$ cat config.mk
export PLATFORM = sky130hd
export DESIGN_NAME = if_id_decode_reg
export DESIGN_NICKNAME = d
export VERILOG_FILES = /design/src/rtl/strv32i_pkg.sv /design/src/rtl/imm_type_decoder.sv /design/src/rtl/if_id_decode_reg.sv
export SDC_FILE = /design/constraint.sdc
export NUM_CORES = 1
export LEC_CHECK = 0
export BUFFER_PORTS_ARGS = -buffer_cell sky130_fd_sc_hd__buf_4
export CAP_MARGIN = 10
export CORE_ASPECT_RATIO = 0.7
export CORE_UTILIZATION = 50
export DETAILED_ROUTE_END_ITERATION = 12
export PLACE_DENSITY = 0.75
export SLEW_MARGIN = 15
export SYNTH_ARGS = -nofsm -noshare
export SYNTH_HDL_FRONTEND = slang
export SYNTH_SLANG_ARGS = --single-unit
$ cat constraint.sdc
create_clock -name clk_in -period 3.05 [get_ports clk_in]
set_clock_uncertainty 0.2 [all_clocks]
set_input_delay 0.1525 -clock clk_in [delete_from_list [all_inputs] [get_ports clk_in]]
set_output_delay 0.1525 -clock clk_in [all_outputs]
set_load 0.005 [all_outputs]
$ cat src/rtl/strv32i_pkg.sv
// Shared STRV32I definitions: RV32I major opcodes, immediate-type codes,
// the canonical NOP and the IF/ID skid-buffer state encoding.
package strv32i_pkg;

    // RV32I major opcodes (inst[6:0])
    localparam logic [6:0] OPC_LOAD   = 7'b000_0011;
    localparam logic [6:0] OPC_OPIMM  = 7'b001_0011;
    localparam logic [6:0] OPC_JALR   = 7'b110_0111;
    localparam logic [6:0] OPC_STORE  = 7'b010_0011;
    localparam logic [6:0] OPC_BRANCH = 7'b110_0011;
    localparam logic [6:0] OPC_LUI    = 7'b011_0111;
    localparam logic [6:0] OPC_AUIPC  = 7'b001_0111;
    localparam logic [6:0] OPC_JAL    = 7'b110_1111;
    localparam logic [6:0] OPC_SYSTEM = 7'b111_0011;
    localparam logic [6:0] OPC_OP     = 7'b011_0011;

    // Immediate-type codes consumed by the immediate generator
    localparam logic [2:0] IMM_NONE = 3'b000;
    localparam logic [2:0] IMM_I    = 3'b001;
    localparam logic [2:0] IMM_S    = 3'b010;
    localparam logic [2:0] IMM_B    = 3'b011;
    localparam logic [2:0] IMM_U    = 3'b100;
    localparam logic [2:0] IMM_J    = 3'b101;
    localparam logic [2:0] IMM_CSR  = 3'b111;

    // addi x0, x0, 0
    localparam logic [31:0] NOP_INST = 32'h0000_0013;

    // Occupancy of the OUT/SKID pair
    typedef enum logic [1:0] {
        ST_EMPTY = 2'd0,
        ST_ONE   = 2'd1,
        ST_TWO   = 2'd2
    } ifid_state_e;

    // True when the opcode is one the core implements (implies opc[1:0]==2'b11)
    function automatic logic opcode_known(input logic [6:0] opc);
        logic known;
        case (opc)
            OPC_LOAD, OPC_OPIMM, OPC_JALR, OPC_STORE, OPC_BRANCH,
            OPC_LUI, OPC_AUIPC, OPC_JAL, OPC_SYSTEM, OPC_OP: known = 1'b1;
            default:                                         known = 1'b0;
        endcase
        return known;
    endfunction

endpackage : strv32i_pkg

$ cat src/rtl/imm_type_decoder.sv
// Combinational pre-decode of inst[6:0] into the 3-bit immediate-type code.
// With IF_ID_ILLEGAL_CHK_EN defined, an illegal flag is also produced for
// opcodes outside the implemented set; otherwise that port does not exist.
module imm_type_decoder
    import strv32i_pkg::*;
(
    input  logic [6:0] opcode,
`ifdef IF_ID_ILLEGAL_CHK_EN
    output logic       illegal,
`endif
    output logic [2:0] imm_type
);

    // Map the major opcode onto its immediate format; unknowns give IMM_NONE
    always_comb begin
        imm_type = IMM_NONE;
        case (opcode)
            OPC_LOAD, OPC_OPIMM, OPC_JALR: imm_type = IMM_I;
            OPC_STORE:                     imm_type = IMM_S;
            OPC_BRANCH:                    imm_type = IMM_B;
            OPC_LUI, OPC_AUIPC:            imm_type = IMM_U;
            OPC_JAL:                       imm_type = IMM_J;
            OPC_SYSTEM:                    imm_type = IMM_CSR;
            OPC_OP:                        imm_type = IMM_NONE;
            default:                       imm_type = IMM_NONE;
        endcase
    end

`ifdef IF_ID_ILLEGAL_CHK_EN
    // Unknown opcode (including any with opcode[1:0] != 2'b11) is illegal
    always_comb begin
        illegal = ~opcode_known(opcode);
    end
`endif

endmodule : imm_type_decoder

$ cat src/rtl/if_id_decode_reg.sv
// IF/ID pipeline boundary: 2-entry skid buffer (OUT + SKID) between fetch and
// decode, with opcode pre-decode registered alongside each instruction.
// Optional macro IF_ID_ILLEGAL_CHK_EN adds a registered illegal-opcode flag;
// when undefined illegal_out is tied low and no check logic is built.
module if_id_decode_reg
    import strv32i_pkg::*;
#(
    parameter int              XLEN     = 32,
    parameter logic [XLEN-1:0] RESET_PC = {XLEN{1'b0}}
) (
    input  logic            clk_in,
    input  logic            rst_n_in,
    input  logic [31:0]     inst_in,
    input  logic [XLEN-1:0] pc_in,
    input  logic            valid_in,
    output logic            ready_out,
    input  logic            flush_in,
    output logic [31:0]     inst_out,
    output logic [XLEN-1:0] pc_out,
    output logic [2:0]      imm_type_out,
    output logic            valid_out,
    input  logic            ready_in,
    output logic            illegal_out
);

    ifid_state_e     state_r;
    ifid_state_e     state_nxt_s;
    logic            valid_r;
    logic            ready_r;

    logic [31:0]     out_inst_r;
    logic [XLEN-1:0] out_pc_r;
    logic [2:0]      out_imm_r;
    logic [31:0]     skid_inst_r;
    logic [XLEN-1:0] skid_pc_r;
    logic [2:0]      skid_imm_r;

    logic [2:0]      dec_imm_s;
    logic            accept_s;
    logic            drain_s;
    logic            load_out_in_s;
    logic            load_out_skid_s;
    logic            load_skid_in_s;

    // Pre-decode on the input path so the type is registered with the word
`ifdef IF_ID_ILLEGAL_CHK_EN
    logic            dec_ill_s;
    logic            out_ill_r;
    logic            skid_ill_r;

    imm_type_decoder u_dec (
        .opcode   (inst_in[6:0]),
        .illegal  (dec_ill_s),
        .imm_type (dec_imm_s)
    );
`else
    imm_type_decoder u_dec (
        .opcode   (inst_in[6:0]),
        .imm_type (dec_imm_s)
    );
`endif

    // Handshake qualifiers, both taken from registered flags
    always_comb begin
        accept_s = valid_in & ready_r;
        drain_s  = valid_r & ready_in;
    end

    // Next occupancy and which register loads from where; flush wins
    always_comb begin
        state_nxt_s     = state_r;
        load_out_in_s   = 1'b0;
        load_out_skid_s = 1'b0;
        load_skid_in_s  = 1'b0;
        if (flush_in) begin
            state_nxt_s = ST_EMPTY;
        end else begin
            case (state_r)
                ST_EMPTY: begin
                    if (accept_s) begin
                        state_nxt_s   = ST_ONE;
                        load_out_in_s = 1'b1;
                    end else begin
                        state_nxt_s   = ST_EMPTY;
                    end
                end
                ST_ONE: begin
                    if (accept_s && drain_s) begin
                        state_nxt_s    = ST_ONE;
                        load_out_in_s  = 1'b1;
                    end else if (accept_s) begin
                        state_nxt_s    = ST_TWO;
                        load_skid_in_s = 1'b1;
                    end else if (drain_s) begin
                        state_nxt_s    = ST_EMPTY;
                    end else begin
                        state_nxt_s    = ST_ONE;
                    end
                end
                ST_TWO: begin
                    // ready_out is low here, so no accept can coincide
                    if (drain_s) begin
                        state_nxt_s     = ST_ONE;
                        load_out_skid_s = 1'b1;
                    end else begin
                        state_nxt_s     = ST_TWO;
                    end
                end
                default: begin
                    state_nxt_s = ST_EMPTY;
                end
            endcase
        end
    end

    // Control registers: occupancy, registered valid_out and ready_out
    always_ff @(posedge clk_in) begin
        if (!rst_n_in) begin
            state_r <= ST_EMPTY;
            valid_r <= 1'b0;
            ready_r <= 1'b1;
        end else begin
            state_r <= state_nxt_s;
            valid_r <= (state_nxt_s != ST_EMPTY);
            ready_r <= (state_nxt_s != ST_TWO);
        end
    end

    // OUT register: loads from input or SKID, otherwise holds (also on flush)
    always_ff @(posedge clk_in) begin
        if (!rst_n_in) begin
            out_inst_r <= NOP_INST;
            out_pc_r   <= RESET_PC;
            out_imm_r  <= IMM_I;
        end else if (load_out_in_s) begin
            out_inst_r <= inst_in;
            out_pc_r   <= pc_in;
            out_imm_r  <= dec_imm_s;
        end else if (load_out_skid_s) begin
            out_inst_r <= skid_inst_r;
            out_pc_r   <= skid_pc_r;
            out_imm_r  <= skid_imm_r;
        end
    end

    // SKID register: captures input when OUT is stalled
    always_ff @(posedge clk_in) begin
        if (!rst_n_in) begin
            skid_inst_r <= NOP_INST;
            skid_pc_r   <= RESET_PC;
            skid_imm_r  <= IMM_I;
        end else if (load_skid_in_s) begin
            skid_inst_r <= inst_in;
            skid_pc_r   <= pc_in;
            skid_imm_r  <= dec_imm_s;
        end
    end

`ifdef IF_ID_ILLEGAL_CHK_EN
    // Illegal flag travels through OUT/SKID exactly like the other fields
    always_ff @(posedge clk_in) begin
        if (!rst_n_in) begin
            out_ill_r  <= 1'b0;
            skid_ill_r <= 1'b0;
        end else begin
            if (load_out_in_s) begin
                out_ill_r <= dec_ill_s;
            end else if (load_out_skid_s) begin
                out_ill_r <= skid_ill_r;
            end
            if (load_skid_in_s) begin
                skid_ill_r <= dec_ill_s;
            end
        end
    end

    assign illegal_out = out_ill_r;
`else
    assign illegal_out = 1'b0;
`endif

    assign ready_out    = ready_r;
    assign valid_out    = valid_r;
    assign inst_out     = out_inst_r;
    assign pc_out       = out_pc_r;
    assign imm_type_out = out_imm_r;

endmodule : if_id_decode_reg
==> impl_metrics.json <==
{
  "end_kind": "flip-flop",
  "clock_latency_ns": 0.41,
  "synth-edff-count": 0,
  "path_buf_inv": 4,
  "p_sw_uw": 1040,
  "yosys.area.top_type": "dfxtp_1",
  "synth_area_um2": 5700,
  "clk_pin_slew_worst_paths_ns": 0.06,
  "finalMaxSlewViolations": 0,
  "setup-violations-final": 0,
  "drc": 0,
  "ctsResizeCount": 0,
  "ys.warnings.count": 0,
  "run_status": "complete, no violations",
  "dieArea_um2": 11800,
  "diodes": 0,
  "finalCritPeriodShare_pct": 88.8,
  "clk_path_buf_depth": 2,
  "cts_tree": "done",
  "rows": 32,
  "clkSinkCount": 138,
  "ant_nets": 0,
  "crit_path_end": "skid_inst_r[0]",
  "worst-endpoint-required_ns": 3.20,
  "yosysSeqAreaShare_pct": 48.4,
  "clockPowerShare_pct": 47.0,
  "cp_top_family": "buffers and inverters",
  "rsz0062_at_grt": "no",
  "placed_area_um2": 6750,
  "fin_area_um2": 8080,
  "grtUsageTotal_pct": 27.2,
  "critPathMaxStageDelay_ns": 0.56,
  "root_buffer": "clkbuf_16",
  "first_pass_iters": 5,
  "netlist_instances": 571,
  "period_minus_slack_ns": 2.71,
  "drtIter0Drc": 372,
  "crit_path_start_kind": "input pin",
  "path_class": "input pin to flip-flop",
  "nets": 828,
  "r2r-start": "ready_out",
  "postRouteWirelength_mm": 15.4,
  "arrival_ns": 2.86,
  "synth_top_area_share_pct": 48.4,
  "grt_max_degree": 67,
  "port_buffers": 137,
  "r2r_setup_slack_ns": 0.39,
  "leakage_uw": 0.00306,
  "drive_gt1_share_pct": 32.3,
  "grt_overflow": 0,
  "ys_seq_elements": 138,
  "final_core_util_pct": 73.1,
  "maxCapViolCount": 0,
  "tightestPinTransition_ns": 0.861,
  "wl_per_cell_um": 16.8,
  "worst-path-max-fanout": 32,
  "grt_pass1_wl_mm": 25.3,
  "via_per_inst": 5.60,
  "slew-limit-headroom_pct": 42.6,
  "p_int_uw": 3540,
  "combinationalPowerShare_pct": 11.3,
  "grt_pass1_vias": 5153,
  "fmax_mhz": 369,
  "startpoint": "ready_in",
  "synth_fp_nets": 642,
  "core_um2": 11100,
  "antenna_found_initial": 0,
  "io-pin-count": 139,
  "syn_area_per_cell_um2": 9.99,
  "initial_core_util_pct": 51.6,
  "cts.htree.levels": 4,
  "synth-main-ff-cell": "dfxtp_1",
  "seqPwrFrac_pct": 41.7,
  "tns_ns": 0,
  "path_cells": "dlygate4sd3_1, buf_4, nand2_1, ha_1, and4bb_2, buf_4, nand2_1, nand3_1, dlygate4sd3_1",
  "numCtsBuffers": 17,
  "gp_congestion": 0.811,
  "r2r-end": "skid_inst_r[0]",
  "worstRegToRegCells": 8,
  "path_depth": 9,
  "min_from": "valid_in",
  "synth_cell_type_count": 40,
  "synth_area_leaders": "dfxtp_1 (48%), o2bb2ai_2 (16%), nand2_1 (9.1%), a22oi_1 (8.6%), a21oi_1 (5.5%)",
  "ys_async_sr_fraction_pct": 0,
  "powerDensity_nw_per_um2": 568,
  "hpwl_mm": 9.42,
  "die_w_um": 130,
  "syn2layout_area_growth_pct": 41.6,
  "fin_hold_ws_ns": 0.0926,
  "cts_setup_buffers": 0,
  "hold_violations": 0,
  "num_vias": 5161,
  "die_height_um": 91.4,
  "ir_drop_v": 0.000412,
  "p_sw_share_pct": 22.8,
  "worst_hold_path_type": "input pin to flip-flop",
  "slowest_stage": "dlygate4sd3_1"
}
[Yosys cell counts (2+ instances only)]
master       n
a21oi_1     63
a22oi_1     65
a32oi_1      2
and2_1       3
buf_1        2
buf_12       7
buf_2        9
clkbuf_1    33
dfxtp_1    138
ha_1         2
inv_1        5
nand2_1    138
nand3_1      4
nand3b_1     2
nand4_1      2
nor2_1       4
o211ai_1     4
o21ai_0      7
o2bb2ai_2   60
[per-stage QoR]
step | std cells | setup slack, ns | total power (uW)
after floorplan | 571 | 1.06 | 2190
after global placement | 821 | 0.720 | 2370
after detailed placement | 821 | 0.645 | 2390
after CTS | 921 | 0.365 | 4600
after global routing | 921 | 0.209 | 4720
final | 921 | 0.340 | 4580
[sequential cells by signal, summed over array words and instances (netlist names)]
register      flops
imm_type_out      3
inst_out         32
pc_out           32
ready_out         1
skid_imm_r        3
skid_inst_r      32
skid_pc_r        32
state_r           2
valid_out         1
[layout make-up]
| type | instances | area (um^2) |
|---|---|---|
| clock buffers | 19 | 453 |
| multi-input cells | 376 | 2620 |
| well taps | 153 | 191 |
| inverters | 5 | 18.8 |
| repair buffers | 219 | 1860 |
| flip-flops and latches | 138 | 2760 |
| fillers | 791 | 2980 |
| clock inverters | 11 | 170 |
[worst min-delay path by stage]
stage	endpoint	slack, ns	depth (start not counted)
2_1_floorplan	ready_out	0.07	1
3_3_place_gp	skid_inst_r[1]	0.19	3
3_5_place_dp	skid_inst_r[0]	0.20	3
4_1_cts	state_r[0]	0.08	5
5_1_grt	state_r[0]	0.17	5
6_report	state_r[0]	0.09	5
[layer usage]
| layer | GRT usage, % | vias to the layer above | wire length (um) |
|---|---|---|---|
| met5 | 0 | - | 0 |
| li1 | - | 2435 | - |
| met1 | 35.9 | 2491 | 6910 |
| met4 | 10.5 | 0 | 198 |
| met2 | 43.7 | 218 | 7330 |
| met3 | 5.54 | 17 | 995 |
[worst min-delay path, stage by stage]
cell	delay, ns
buf_4	0.09
nand2_1	0.06
o21ai_0	0.14
o21ai_0	0.12
nor2_1	0.10
[power by group through the flow]
stage | Combinational (uW) | Clock (uW) | Sequential [uW]
after CTS | 510 | 2180 | 1910
after global routing | 552 | 2250 | 1920
after detailed placement | 438 | 0 | 1950
after global placement | 428 | 0 | 1950
after floorplan | 246 | 0 | 1940
final | 516 | 2160 | 1910
[repair_timing]
item / 4_1_cts / 5_1_grt
endpoints found under the setup margin: 0 / 0
hold buffers: 70 / 0
hold endpoints to repair: 136 / 0
[layout by cell type (no fill, tap or decap), types with 2 or more instances in the layout]
cell / count
clkbuf_16: 17
and2_1: 3
a21oi_1: 63
nor2_1: 4
nand4_1: 2
ha_1: 2
clkinvlp_4: 3
dlygate4sd3_1: 70
nand2_1: 137
a22oi_1: 65
o2bb2ai_2: 60
a32oi_1: 2
dfxtp_1: 138
buf_12: 3
o21ai_0: 7
inv_1: 4
buf_4: 146
clkbuf_8: 2
o211ai_1: 4
bufinv_16: 4
nand3_1: 4
nand3b_1: 2
clkinv_2: 2
[cell families after synthesis]
group	count (synthesis)	share of synthesized area, %
AOI/OAI and AO/OA	209	32.7
and+or+nand+nor	163	12.2
DFF	138	48.4
buffers and inverters	57	6.01
adders and majority gates	2	0.439
xor gates and xnor gates	1	0.154
other	1	0.0658
No activity file was read; power rests on OpenSTA's default activity.
